===== config.mk =====
export PLATFORM = sky130hd
export DESIGN_NAME = multichannel_chunk_processor
export DESIGN_NICKNAME = d
export VERILOG_FILES = /design/src/rtl/multichannel_chunk_processor.sv
export SDC_FILE = /design/constraint.sdc
export NUM_CORES = 1
export LEC_CHECK = 0
export CAP_MARGIN = 40
export CORE_AREA = 2 2 100 102
export CTS_CLUSTER_DIAMETER = 120
export DETAILED_ROUTE_END_ITERATION = 8
export DIE_AREA = 0 0 102 104
export GPL_ROUTABILITY_DRIVEN = 0
export GPL_TIMING_DRIVEN = 0
export PLACE_DENSITY = 0.72
export SLEW_MARGIN = 30
export SYNTH_ARGS = -nofsm -noshare
export SYNTH_HDL_FRONTEND = slang
export SYNTH_SLANG_ARGS = --single-unit

===== constraint.sdc =====
create_clock -name clk -period 1.7 [get_ports clk]
set_input_delay 0.255 -clock clk [delete_from_list [all_inputs] [get_ports clk]]
set_output_delay 0.255 -clock clk [all_outputs]
set_load 0.1 [all_outputs]

===== src/rtl/multichannel_chunk_processor.sv =====
// Multichannel chunk processor.
// Walks IO_BUFF_SIZE x NUM_CH interleaved samples (sample-major, channel-minor)
// from a sync-read input buffer, through an external nd/rfd/rdy streaming filter
// (or straight across in bypass), and into the output buffer.
//
// Read-address timing: the input buffer returns data one cycle after the
// address is presented. The read address for sample k+1 is therefore advanced
// on the edge that leaves FETCH for sample k, so the data is already waiting
// when the next FETCH is reached. The read address rests at (0,0) in IDLE, so
// the first sample of a chunk is ready whether or not a start delay is used.
// out_ptr/out_ch are latched from the read address as it leaves FETCH, so the
// write side carries the same ptr/ch as the read side for each sample.
module multichannel_chunk_processor #(
  parameter int SAMPLE_SIZE      = 24,
  parameter int IO_BUFF_SIZE     = 64,
  parameter int IO_BUFF_PTR_BITS = $clog2(IO_BUFF_SIZE),
  parameter int NUM_CH           = 2,
  parameter int CH_BITS          = (NUM_CH > 1) ? $clog2(NUM_CH) : 1,
  parameter int FILT_OUT_SIZE    = 40,
  parameter int FILT_SHIFT       = 15,
  parameter int START_DELAY      = 256
) (
  input  logic                               clk,
  input  logic                               rst,
  input  logic                               chunk_pulse,
  input  logic                               bypass,
  output logic [IO_BUFF_PTR_BITS-1:0]        in_ptr,
  output logic [CH_BITS-1:0]                 in_ch,
  input  logic signed [SAMPLE_SIZE-1:0]      in_sample,
  output logic signed [SAMPLE_SIZE-1:0]      flt_din,
  output logic                               flt_nd,
  input  logic                               flt_rfd,
  input  logic                               flt_rdy,
  input  logic signed [FILT_OUT_SIZE-1:0]    flt_dout,
  output logic [IO_BUFF_PTR_BITS-1:0]        out_ptr,
  output logic [CH_BITS-1:0]                 out_ch,
  output logic signed [SAMPLE_SIZE-1:0]      out_sample,
  output logic                               out_we,
  output logic                               busy,
  output logic                               done,
  output logic                               overrun
);

  localparam logic [2:0] IDLE     = 3'd0;
  localparam logic [2:0] DELAY    = 3'd1;
  localparam logic [2:0] FETCH    = 3'd2;
  localparam logic [2:0] WAIT_RFD = 3'd3;
  localparam logic [2:0] WAIT_RDY = 3'd4;
  localparam logic [2:0] WRITE    = 3'd5;

  localparam int DLY_BITS = (START_DELAY > 1) ? $clog2(START_DELAY) : 1;
  localparam logic [DLY_BITS-1:0]         DLY_LAST = DLY_BITS'((START_DELAY > 0) ? START_DELAY - 1 : 0);
  localparam logic [IO_BUFF_PTR_BITS-1:0] PTR_LAST = IO_BUFF_PTR_BITS'(IO_BUFF_SIZE - 1);
  localparam logic [CH_BITS-1:0]          CH_LAST  = CH_BITS'(NUM_CH - 1);

  // Clamp limits of the output sample, expressed at filter-result width.
  localparam logic signed [FILT_OUT_SIZE-1:0] SAT_MAX =
    {{(FILT_OUT_SIZE-SAMPLE_SIZE+1){1'b0}}, {(SAMPLE_SIZE-1){1'b1}}};
  localparam logic signed [FILT_OUT_SIZE-1:0] SAT_MIN =
    {{(FILT_OUT_SIZE-SAMPLE_SIZE+1){1'b1}}, {(SAMPLE_SIZE-1){1'b0}}};

  logic [2:0]          state;
  logic [2:0]          state_nxt;
  logic [DLY_BITS-1:0] dly_cnt;
  logic                bypass_l;
  logic                last_wr;

  // Arithmetic right shift of the wide filter result, then saturate to the sample range.
  function automatic logic signed [SAMPLE_SIZE-1:0] sat_scale(input logic signed [FILT_OUT_SIZE-1:0] d);
    logic signed [FILT_OUT_SIZE-1:0] shifted;
    shifted = d >>> FILT_SHIFT;
    if (shifted > SAT_MAX)
      return SAT_MAX[SAMPLE_SIZE-1:0];
    else if (shifted < SAT_MIN)
      return SAT_MIN[SAMPLE_SIZE-1:0];
    else
      return shifted[SAMPLE_SIZE-1:0];
  endfunction

  assign last_wr = (out_ptr == PTR_LAST) && (out_ch == CH_LAST);
  assign out_we  = (state == WRITE);
  assign busy    = (state != IDLE);

  // Next-state decode; nd is issued in the very cycle rfd is seen, and leaving
  // WAIT_RFD on that same edge guarantees a single nd per sample.
  always_comb begin
    state_nxt = state;
    flt_nd    = 1'b0;
    case (state)
      IDLE:     if (chunk_pulse) state_nxt = (START_DELAY == 0) ? FETCH : DELAY;
      DELAY:    if (dly_cnt == DLY_LAST) state_nxt = FETCH;
      FETCH:    state_nxt = bypass_l ? WRITE : WAIT_RFD;
      WAIT_RFD: begin
        if (flt_rfd) begin
          flt_nd    = 1'b1;
          state_nxt = WAIT_RDY;
        end
      end
      WAIT_RDY: if (flt_rdy) state_nxt = WRITE;
      WRITE:    state_nxt = last_wr ? IDLE : FETCH;
      default:  state_nxt = IDLE;
    endcase
  end

  // State register; reset aborts any chunk in flight immediately.
  always_ff @(posedge clk or negedge rst) begin
    if (!rst) state <= IDLE;
    else      state <= state_nxt;
  end

  // Read address and start-delay counter; the read address moves on as FETCH is left.
  always_ff @(posedge clk or negedge rst) begin
    if (!rst) begin
      in_ptr  <= '0;
      in_ch   <= '0;
      dly_cnt <= '0;
    end else begin
      case (state)
        IDLE: begin
          if (chunk_pulse) begin
            in_ptr  <= '0;
            in_ch   <= '0;
            dly_cnt <= '0;
          end
        end
        DELAY: dly_cnt <= (dly_cnt == DLY_LAST) ? '0 : dly_cnt + DLY_BITS'(1);
        FETCH: begin
          if (in_ch == CH_LAST) begin
            in_ch  <= '0;
            in_ptr <= (in_ptr == PTR_LAST) ? '0 : in_ptr + IO_BUFF_PTR_BITS'(1);
          end else begin
            in_ch  <= in_ch + CH_BITS'(1);
          end
        end
        default: ;
      endcase
    end
  end

  // Sample capture: input data leaves on the FETCH exit edge, filter result on rdy.
  always_ff @(posedge clk or negedge rst) begin
    if (!rst) begin
      flt_din    <= '0;
      out_sample <= '0;
      out_ptr    <= '0;
      out_ch     <= '0;
    end else if (state == FETCH) begin
      out_ptr <= in_ptr;
      out_ch  <= in_ch;
      if (bypass_l) out_sample <= in_sample;
      else          flt_din    <= in_sample;
    end else if ((state == WAIT_RDY) && flt_rdy) begin
      out_sample <= sat_scale(flt_dout);
    end
  end

  // Status: bypass latched per chunk, done after the last write, sticky overrun.
  always_ff @(posedge clk or negedge rst) begin
    if (!rst) begin
      bypass_l <= 1'b0;
      done     <= 1'b0;
      overrun  <= 1'b0;
    end else begin
      if ((state == IDLE) && chunk_pulse) bypass_l <= bypass;
      done <= (state == WRITE) && last_wr;
      if (chunk_pulse && (state != IDLE)) overrun <= 1'b1;
    end
  end

endmodule


# --- Word level (Yosys, flattened, before mapping) ---
# Cells that the tools add are included.
# Widths: inputs -> output; s select.
totals:
  out_inout_bits: 67
  word_cells: 71
  inputBits: 70
  ff_bits: 76
classes:
  n_reduce_logical: 16
  bitwise_logic: 1
  order_cmp: 2
  mux: 24
  n_addsub: 3
  n_eq_ne: 14
op_table:
  columns: ["cell", "count"]
  rows:
  - ["$mux 24", 5]
  - ["$gt 25x24->1 const B", 1]
  - ["$lt 25x24->1 const B", 1]
  - ["$mux 6", 3]
  - ["$pmux 3 s6", 1]
  - ["$mux 8", 2]
  - ["$pmux 8 s2", 1]
  - ["$mux 3", 5]
  - ["$eq 6x6->1 const B", 2]
  - ["$ne 2x2->1 const B", 6]
  - ["$pmux 6 s2", 1]
  - ["$add 8x1->8 const B", 1]
  - ["$eq 8x8->1 const B", 1]
  - ["$reduce_and 2->1", 4]
  - ["$add 6x1->6 const B", 1]
  - ["$eq 3x2->1 const B", 2]
  - ["$eq 3x3->1 const B", 2]
  - ["$reduce_bool 2->1", 3]
  - ["$logic_and 1x1->1", 5]
  - ["$mux 1", 4]
  - ["$reduce_and 4->1", 1]
  - ["$eq 3x1->1 const B", 1]
  - ["$logic_not 3->1", 1]
  - ["$reduce_and 3->1", 1]
  - ["other kinds (5)", 5]

# --- Logic depth before layout (Yosys ltp) ---
# Gate-level depths: netlist (run 1).
depth:
  depth_word: 5
  depth_mapped: 7
  ltp_nobuf: 5

# --- Worst setup path after synthesis (run 1) ---
# No wires, ideal clock.
synth_timing:
  path_type: "reg2reg"
  start: "register in_ch"
  end: "register in_ptr[4]"
  path_buffers: 1
  t_required_ns: 1.533
  synth_period_minus_slack_ns: 2.038
  arrival_time_ns: 1.871
  setup_time_ns: 0.167
  path_slack_ns: -0.338
  path_stages_with_launch: 6
  cell_sequence: "dfrtp_1 > mux2i_1 > or3_1 > clkbuf_1 > o21ai_0 > o21ai_0"
synth_between:
  elab_chain_len: 2
synth_lines:
  columns: ["element", "line", "text"]
  rows:
  - ["start, declared", "28", "output logic [CH_BITS-1:0] in_ch,"]
  - ["start signal, assigned", "132", "in_ch <= in_ch + CH_BITS'(1);"]
  - ["$ne 2x2->1 (no source line)", null, null]
  - ["$reduce_and 3->1 (no source line)", null, null]
  - ["end signal, assigned", "130", "in_ptr <= (in_ptr == PTR_LAST) ? '0 : in_ptr + IO_BUFF_PTR_BITS'(1);"]
  - ["end, declared", "27", "output logic [IO_BUFF_PTR_BITS-1:0] in_ptr,"]
# No other way between the ends.
# A chain may end at the register's enable or synchronous reset.

# --- Final worst setup path (run 1) ---
layout_timing:
  start: "register state[1]"
  end: "register state[0]"
layout_between:
  elab_chain_len: 3
  elab_cells_between_ends: 12
  classes_between: "eq/ne (9); mux (1); reduce/logical (2)"
layout_lines:
  columns: ["element", "line", "text"]
  rows:
  - ["start, declared", "62", "logic [2:0] state;"]
  - ["start signal, assigned", "108", "else state <= state_nxt;"]
  - ["$eq 3x1->1 (tied with other cells)", "89", "case (state)"]
  - ["$ne 2x2->1 (no source line)", null, null]
  - ["$reduce_and 4->1 (no source line)", null, null]
# Several ways; a longest one is shown, not always the timed one.

==> flow_summary.yaml, run 1 <==
yosys:
  synth_warnings: 0
  yosysSeqAreaShare_pct: 51.2
  syn-num-nets: 436
  syn_area_um2: 3710
  synth_cell_types: 47
  synthCells: 364
  avgSynthCellArea_um2: 10.2
  synth-seq-cells: 76
  ys_async_sr_fraction_pct: 100
  synth_flop_cell: "dfrtp_1"
  synth_edf_count: 0
drt:
  drc_errors: 0
  routed_via_density: 5.31
  drt_first_pass_iters: 4
  num_vias: 3712
  routed_wl_um: 12600
  ant_nets: 0
  routedWlPerCell_um: 18.1
  drt_iter0_markers: 115
layout:
  final_core_util_pct: 72.6
  drive_above_1_share_pct: 30.0
  syn2layout_area_growth_pct: 86.7
  finish.net_count: 634
  diodes: 0
global_route:
  busiest_layer: "met2"
  globalRouteMet2Util_pct: 41.1
  grt-ovfl-total: 0
  use_met1_pct: 29.2
  grt.total_usage_pct: 23.9
  grt_pass1_vias: 3872
  grt_pass1_wl_um: 19700
  grt_antenna_before_repair: 0
  grtUsageMet3_pct: 4.03
  grt_max_degree: 45
run:
  drv_cap: 0
timing:
  tightestPinTransition_ns: 0.602
  finalCriticalPeriod_ns: 1.87
  fmax_ghz: 0.534
  final-setup-viol-count: 56
  hold_viol_final: 0
  clock_skew_ns: 0.00986
  fin_ws_ns: -0.171
  fin_crit_sh_pct: 110
  maxSlewHeadroom_pct: 59.7
  rsz0062_at_grt: "yes"
  maxSlewViolCount: 0
clock_tree:
  insertion_delay_ns: 0.35
  numCtsBuffers: 9
  clk_path_buf_depth: 2
  cts.sinks: 76
  htreeDepth: 3
  path_clk_slew_ns: 0.08
  cts_tree: "built"
  cts_root_buffer: "clkbuf_8"
setup_path:
  critPathRequiredTime_ns: 1.94
  crit_path_max_fanout: 10
  cp-start-kind: "flip-flop"
  arrival_ns: 2.11
  path_class: "reg2reg"
  end_kind: "flip-flop"
worst_hold_path:
  hold_path.class: "in2async"
placement:
  port-buffer-count: 121
  dp_hpwl_um: 8990
  post-place-ws_ns: -0.476
run_status:
  status: "finished with violations"
  failed_checks: "setup timing"
die:
  pin_count: 137
  die_area_um2: 10600
  die_h_um: 104
  num_rows: 36
  placeableCoreArea_um2: 9550
  start_util_pct: 38.9
  die_x_um: 102
[area by class of cell]
type / instances / area, um2
multi-input cells: 260 / 1820
clock inverters: 5 / 30.0
clock buffers: 10 / 128
plain buffers: 26 / 225
fillers: 628 / 2620
inverters: 2 / 7.51
repair buffers: 187 / 2640
flip-flops and latches: 76 / 1910
well taps: 133 / 166
[cells in the final DEF, fill, tap and decap left out, types with 6 or more instances in the layout]
cell type,instances
clkbuf_1,6
a21oi_1,7
nand2_1,73
buf_6,9
o21ai_0,10
clkbuf_8,9
clkdlybuf4s50_1,56
a31oi_1,25
nand3_1,7
dlymetal6s2s_1,12
nor2_1,33
maj3_1,23
buf_12,56
dlygate4sd2_1,30
dfrtp_1,69
buf_4,13
mux2_4,25
dfrtp_2,6
buf_16,14
[logic make-up (layout without fill, tap and decap cells)]
logic type	after synthesis	count (layout)	share of synthesized area, %
simple gates	145	145	18.2
flops	76	76	51.2
compound gates	63	63	11.3
buf+inv	28	230	4.28
mux	27	27	8.16
fa+ha+maj	25	25	6.88
[registers in the layout (all words and copies together) (netlist names)]
| register | count |
|---|---|
| flt_din | 24 |
| out_sample | 24 |
| dly_cnt | 8 |
| in_ptr | 6 |
| out_ptr | 6 |
| state | 3 |
| bypass_l | 1 |
| done | 1 |
| in_ch | 1 |
| out_ch | 1 |
| overrun | 1 |
[path summary, 6_finish.rpt]
check | from | to | slack, ns | depth (start not counted)
worst max-delay path | state[1] | state[0] | -0.17 | 6
worst min-delay path | rst | flt_din[22] | 0.41 | 2
min in group clk | in_sample[3] | out_sample[3] | 0.50 | 3
worst max register to register | state[1] | state[0] | -0.17 | 6
worst min register to register | flt_din[11] | flt_din[11] | 0.51 | 1
max in group asynchronous | rst | out_sample[13] | 0.71 | 3
[metal layers]
metal / share of wire, % / wire length (um)
met1: 39 / 4890
met2: 53 / 6670
met3: 5.2 / 656
met4: 3.4 / 428
met5: 0 / 0
[critical path: stages, from the launching register on]
cell and delay (ns):
dfrtp_1 0.39, buf_6 0.15, or3b_4 0.38, buf_6 0.14, a41oi_4 0.22, nand2b_4 0.18, mux2_4 0.30
[cells in the mapped netlist, types with 3 or more instances]
cell      instances  area (um2)
a21oi_1           7        35.0
a22o_1            3        26.3
a31oi_1          25         156
and3_1            3        18.8
buf_1             4        15.0
buf_2             7        35.0
buf_6             3        33.8
clkbuf_1         10        37.5
dfrtp_1          76        1900
maj3_1           23         230
mux2_2           25         282
nand2_1          73         274
nand3_1           7        35.0
nand3b_1          4        30.0
nand4_1           3        18.8
nor2_1           34         128
nor3_1            3        15.0
o21ai_0          14        70.1
[through the flow]
| stage | instance area (um2) | setup TNS (ns) | hold WS [ns] | std cells |
|---|---|---|---|---|
| after floorplan | 3800 | -1.32 | -0.0406 | 364 |
| after global placement | 5180 | -195.83 | 0.441 | 618 |
| after detailed placement | 6380 | -11.79 | 0.240 | 686 |
| after CTS | 6740 | -2.46 | 0.420 | 699 |
| after global routing | 6930 | -7.32 | 0.450 | 699 |
| final | 6930 | -4.10 | 0.406 | 699 |
[timing repair]
| item | 4_1_cts | 5_1_grt |
|---|---|---|
| hold buffers | 1 | 0 |
| gates cloned | 1 | 1 |
| setup buffers | 13 | 4 |
| pin swaps | 2 | 4 |
| gates resized for setup | 100 | 49 |
| setup endpoints to repair | 98 | 83 |
| endpoints found under the hold margin | 32 | 0 |
Power of run 1 is left out: the tool's default activity adds up to more than one toggle a clock period on the data nets, which glitch-free logic cannot reach.
==> inputs of run 2 (changes only) <==
--- a/config.mk
+++ b/config.mk
@@ -5,7 +5,6 @@
 export SDC_FILE = /design/constraint.sdc
 export NUM_CORES = 1
 export LEC_CHECK = 0
-export CAP_MARGIN = 40
 export CORE_AREA = 2 2 100 102
 export CTS_CLUSTER_DIAMETER = 120
 export DETAILED_ROUTE_END_ITERATION = 8
==> run 2 against run 1 <==
Net effect: critical path type unchanged; critical endpoint is now flt_din[11]; register-to-register slack improved by 0.02 ns; sequential share of layout area rose by 4.9 points; core utilization fell by 11 points; the flow still finishes with violations (setup timing).
==> flow_summary.yaml, run 2 (same netlist as run 1, synthesis figures left out) <==
run_status:
  status: "finished with violations"
  failed_checks: "setup timing"
setup_path:
  cp.depth: 7
  worst_path_most_repeated_cell: "buf_6"
  cpMaxStageDelayCell: "dfrtp_1"
  cp-start-kind: "flip-flop"
  rrSetupSlack_ns: -0.15
  critPathRequiredTime_ns: 1.93
  arrival_ns: 2.08
  crit_path_max_fanout: 6
  rr_worst_depth: 7
  crit_path_max_incr_delay_ns: 0.41
  path_buf_inv: 4
  reg2reg_to: "flt_din[11]"
  worstReg2RegStart: "state[0]"
  path_class: "reg2reg"
  worstPathCellList: "buf_6 -> or3b_1 -> buf_6 -> nor2_8 -> buf_4 -> buf_12 -> mux2_4"
  end_kind: "flip-flop"
  crit_family: "buffers and inverters"
placement:
  dp_hpwl_um: 7520
  port-buffer-count: 121
  placed_cell_area_um2: 5210
clock_tree:
  cts.sinks: 76
  numCtsBuffers: 9
  insertion_delay_ns: 0.35
  clk_path_buf_depth: 2
  path_clk_slew_ns: 0.08
  htreeDepth: 3
  cts_tree: "built"
  cts_root_buffer: "clkbuf_8"
global_route:
  grt-ovfl-total: 0
  grt_max_degree: 45
  grt.total_usage_pct: 21.4
  grt_pass1_vias: 3404
  grt_pass1_wl_um: 17600
  grt_antenna_before_repair: 0
layout:
  drive_above_1_share_pct: 33.9
  fin_area_um2: 5890
  final_common_cell: "nand2_1"
  reg_top3: "flt_din: 24 flops, out_sample: 24 flops, dly_cnt: 8 flops"
  layout.cells.most_common_list: "nand2_1 (73), dfrtp_1 (69), clkdlybuf4s15_2 (62), clkdlybuf4s50_1 (53), nor2_1 (34)"
  final_core_util_pct: 61.7
  syn2layout_area_growth_pct: 58.6
  diodes: 0
  finish.net_count: 592
drt:
  routedWlPerCell_um: 16.7
  drt_iter0_markers: 109
  drc_errors: 0
  routed_via_density: 5.14
  ant_nets: 0
  drt_first_pass_iters: 4
  num_vias: 3379
  routed_wl_um: 11000
timing:
  clock_skew_ns: 0.00801
  fin_crit_sh_pct: 109
  rsz0062_at_grt: "yes"
  maxSlewViolCount: 0
  tightestPinTransition_ns: 0.578
  hold_viol_final: 0
  fmax_ghz: 0.542
  finalCriticalPeriod_ns: 1.85
  maxSlewHeadroom_pct: 61.6
  final-setup-viol-count: 30
  fin_ws_ns: -0.146
worst_hold_path:
  hold_path.class: "in2async"
die:
  placeableCoreArea_um2: 9550
  die_area_um2: 10600
  pin_count: 137
  num_rows: 36
  die_h_um: 104
  start_util_pct: 38.9
  die_x_um: 102
run:
  drv_cap: 0
run 2: cell types whose count changed in the layout (fill, tap and decap cells not counted), moves of 9 or more:
cell and delta:
dlygate4sd2_1 -30, buf_4 +9, buf_16 -12, dlymetal6s2s_1 -12, buf_12 -50, clkdlybuf4s15_2 +62
run 2: final cells by class:
class	count	area [um2]
buffer	24	244
clock buffer	10	138
clock inverter	6	62.6
fill	836	3660
inverter	2	7.51
multi-input combinational	260	1790
sequential	76	1910
tap	133	166
timing repair buffer	147	1560
run 2: what timing repair did:
| action | CTS | global route |
|---|---|---|
| hold buffers | 1 | 0 |
| endpoints found under the hold margin | 32 | 0 |
| setup buffers | 19 | 4 |
| setup endpoints to repair | 110 | 72 |
| pin swaps | 3 | 3 |
| gates resized for setup | 251 | 34 |
| cloned | 2 | 0 |
run 2: worst max-delay path by stage:
stage | startpoint | endpoint | slack [ns]
2_1_floorplan | state[2] | overrun | -0.11
3_3_place_gp | rst | in_ch | -2.89
3_5_place_dp | state[0] | out_we | -0.88
4_1_cts | state[1] | busy | -0.14
5_1_grt | state[0] | flt_din[11] | -0.19
6_report | state[0] | flt_din[11] | -0.15
run 2: worst reg2reg max path, cell delays in order, from the launching register on:
cell,delay [ns]
dfrtp_1,0.41
buf_6,0.14
or3b_1,0.38
buf_6,0.14
nor2_8,0.11
buf_4,0.14
buf_12,0.12
mux2_4,0.29
run 2: metrics by stage:
step	worst slack (ns)	setup TNS, ns	hold slack, ns	instances
3_3_place_gp	-2.89	-195.83	0.441	618
6_report	-0.146	-3.10	0.400	658
4_1_cts	-0.143	-2.93	0.411	657
5_1_grt	-0.193	-5.02	0.417	658
3_5_place_dp	-0.881	-15.54	0.241	619
2_1_floorplan	-0.106	-1.32	-0.0406	364
run 2: routing by layer:
layer,part of all wire [%],track usage [%],up-vias,wire length (um)
met5,0,0,-,0
met4,2.6,7.62,0,287
met3,6.7,7.33,22,735
met2,51,35.5,120,5540
met1,40,25.6,1631,4390
li1,-,-,1606,-
Power of run 2 is left out for the same reason.
==> inputs of run 3 (changes only) <==
--- a/config.mk
+++ b/config.mk
@@ -5,13 +5,13 @@
 export SDC_FILE = /design/constraint.sdc
 export NUM_CORES = 1
 export LEC_CHECK = 0
-export CORE_AREA = 2 2 100 102
+export CORE_AREA = 2 2 98 100
+export CTS_BUF_LIST = sky130_fd_sc_hd__clkbuf_8
 export CTS_CLUSTER_DIAMETER = 120
 export DETAILED_ROUTE_END_ITERATION = 8
-export DIE_AREA = 0 0 102 104
+export DIE_AREA = 0 0 100 102
 export GPL_ROUTABILITY_DRIVEN = 0
-export GPL_TIMING_DRIVEN = 0
-export PLACE_DENSITY = 0.72
+export PLACE_DENSITY = 0.74
 export SLEW_MARGIN = 30
 export SYNTH_ARGS = -nofsm -noshare
 export SYNTH_HDL_FRONTEND = slang
==> run 3 against run 2 <==
Net effect: the run still ends with setup timing left; worst hold slack got worse by 0.081 ns; sequential cell count is the same; non-clock buffer count is 15 lower; critical path type unchanged.
==> flow_summary.yaml, run 3 (same netlist as run 1, synthesis figures left out) <==
global_route:
  busiest_layer: "met2"
  grt_antenna_before_repair: 0
  grt_max_degree: 38
  globalRouteMet2Util_pct: 38.8
  grt-ovfl-total: 0
  use_met1_pct: 26.2
  grt.total_usage_pct: 22.3
  grt_pass1_wl_um: 17600
  grtUsageMet3_pct: 7.59
  grt_pass1_vias: 3522
setup_path:
  arrival_ns: 2.02
  crit_end: "flt_din[22]"
  rrSetupSlack_ns: -0.07
  critPathRequiredTime_ns: 1.94
  cp-start-kind: "flip-flop"
  reg2reg_to: "flt_din[22]"
  crit_path_max_fanout: 11
  path_class: "reg2reg"
  startpoint: "state[0]"
  rr_worst_depth: 5
  worstReg2RegStart: "state[0]"
  end_kind: "flip-flop"
timing:
  timing.hold.ws_ns: 0.320
  hold_viol_final: 0
  maxSlewHeadroom_pct: 70.3
  maxSlewViolCount: 0
  tightestPinTransition_ns: 0.442
  fmax_ghz: 0.564
  fin_crit_sh_pct: 104
  fin_ws_ns: -0.0730
  finalCriticalPeriod_ns: 1.77
  final-setup-viol-count: 29
  rsz0062_at_grt: "yes"
  clock_skew_ns: 0.00782
clock_tree:
  cts_tree: "built"
  path_clk_slew_ns: 0.08
  cts.sinks: 76
  htreeDepth: 3
  insertion_delay_ns: 0.36
  cts_root_buffer: "clkbuf_8"
  clk_path_buf_depth: 2
  numCtsBuffers: 9
placement:
  dp_hpwl_um: 7810
  port-buffer-count: 121
die:
  pin_count: 137
  die_x_um: 100
  die_h_um: 102
  start_util_pct: 40.8
  die_area_um2: 10200
  placeableCoreArea_um2: 9110
  num_rows: 35
layout:
  finish.net_count: 577
  fill_cells: 692
  drive_above_1_share_pct: 31.6
  reg_top3: "flt_din: 24 flops, out_sample: 24 flops, dly_cnt: 8 flops"
  final_common_cell: "buf_12"
  diodes: 0
  layout.cells.most_common_list: "buf_12 (74), nand2_1 (73), dfrtp_1 (71), clkdlybuf4s50_1 (53), nor2_1 (33)"
  syn2layout_area_growth_pct: 71.0
drt:
  routed_via_density: 5.38
  drt_first_pass_iters: 4
  drt_iter0_markers: 150
  routedWlPerCell_um: 17.5
  drc_errors: 0
  ant_nets: 0
  routed_wl_um: 10900
  num_vias: 3339
run_status:
  status: "finished with violations"
  failed_checks: "setup timing"
run:
  drv_cap: 0
worst_hold_path:
  hold_path.class: "in2async"
-- run 3: routing by layer --
metal,wire length [um],vias up,part of all wire (%)
li1,-,1565,-
met2,5540,118,51
met1,4400,1634,40
met4,240,0,2.2
met5,0,-,0
met3,715,22,6.6
-- run 3: worst min-delay path by stage --
stage          cells after the start         end
4_1_cts                            2  out_ptr[2]
2_1_floorplan                      0    bypass_l
3_5_place_dp                       1  out_ptr[4]
5_1_grt                            2  out_ptr[3]
6_report                           2  out_ptr[2]
3_3_place_gp                       1  out_ptr[4]
-- run 3: timing repair --
item	4_1_cts	5_1_grt
buffers inserted	3	0
endpoints found under the hold margin	15	0
gates cloned	0	1
setup endpoints to repair	9	34
resized for setup	14	8
hold buffers	1	0
pin swaps	1	1
-- run 3: cell type report --
cell class | instances | area (um2) | share of cell area, %
clock inverter | 6 | 78.8 | 1.24
timing repair buffer | 156 | 2280 | 35.9
inverter | 2 | 7.51 | 0.118
multi-input combinational | 260 | 1800 | 28.3
clock buffer | 10 | 138 | 2.17
sequential | 76 | 1910 | 30.1
tap | 111 | 139 | 2.19
-- run 3: worst max-delay path: stages, from the launching register on --
cell and delay, ns:
dfrtp_1 0.42, buf_6 0.14, or3b_4 0.41, nor2_8 0.18
buf_12 0.18, mux2_4 0.31
-- run 3: through the flow --
| stage | setup WS [ns] | utilization (%) | cells | area [um2] | TNS, ns |
|---|---|---|---|---|---|
| finish | -0.0730 | 69.7 | 621 | 6350 | -1.42 |
| global route | -0.0968 | 69.7 | 621 | 6350 | -2.01 |
| CTS | -0.0644 | 69.1 | 620 | 6300 | -0.502 |
| detailed placement | -0.167 | 65.8 | 600 | 5990 | -0.484 |
| global placement | -0.0751 | 65.8 | 600 | 5990 | -0.161 |
| floorplan | -0.106 | - | 364 | 3800 | -1.32 |
Power of run 3 is left out for the same reason.
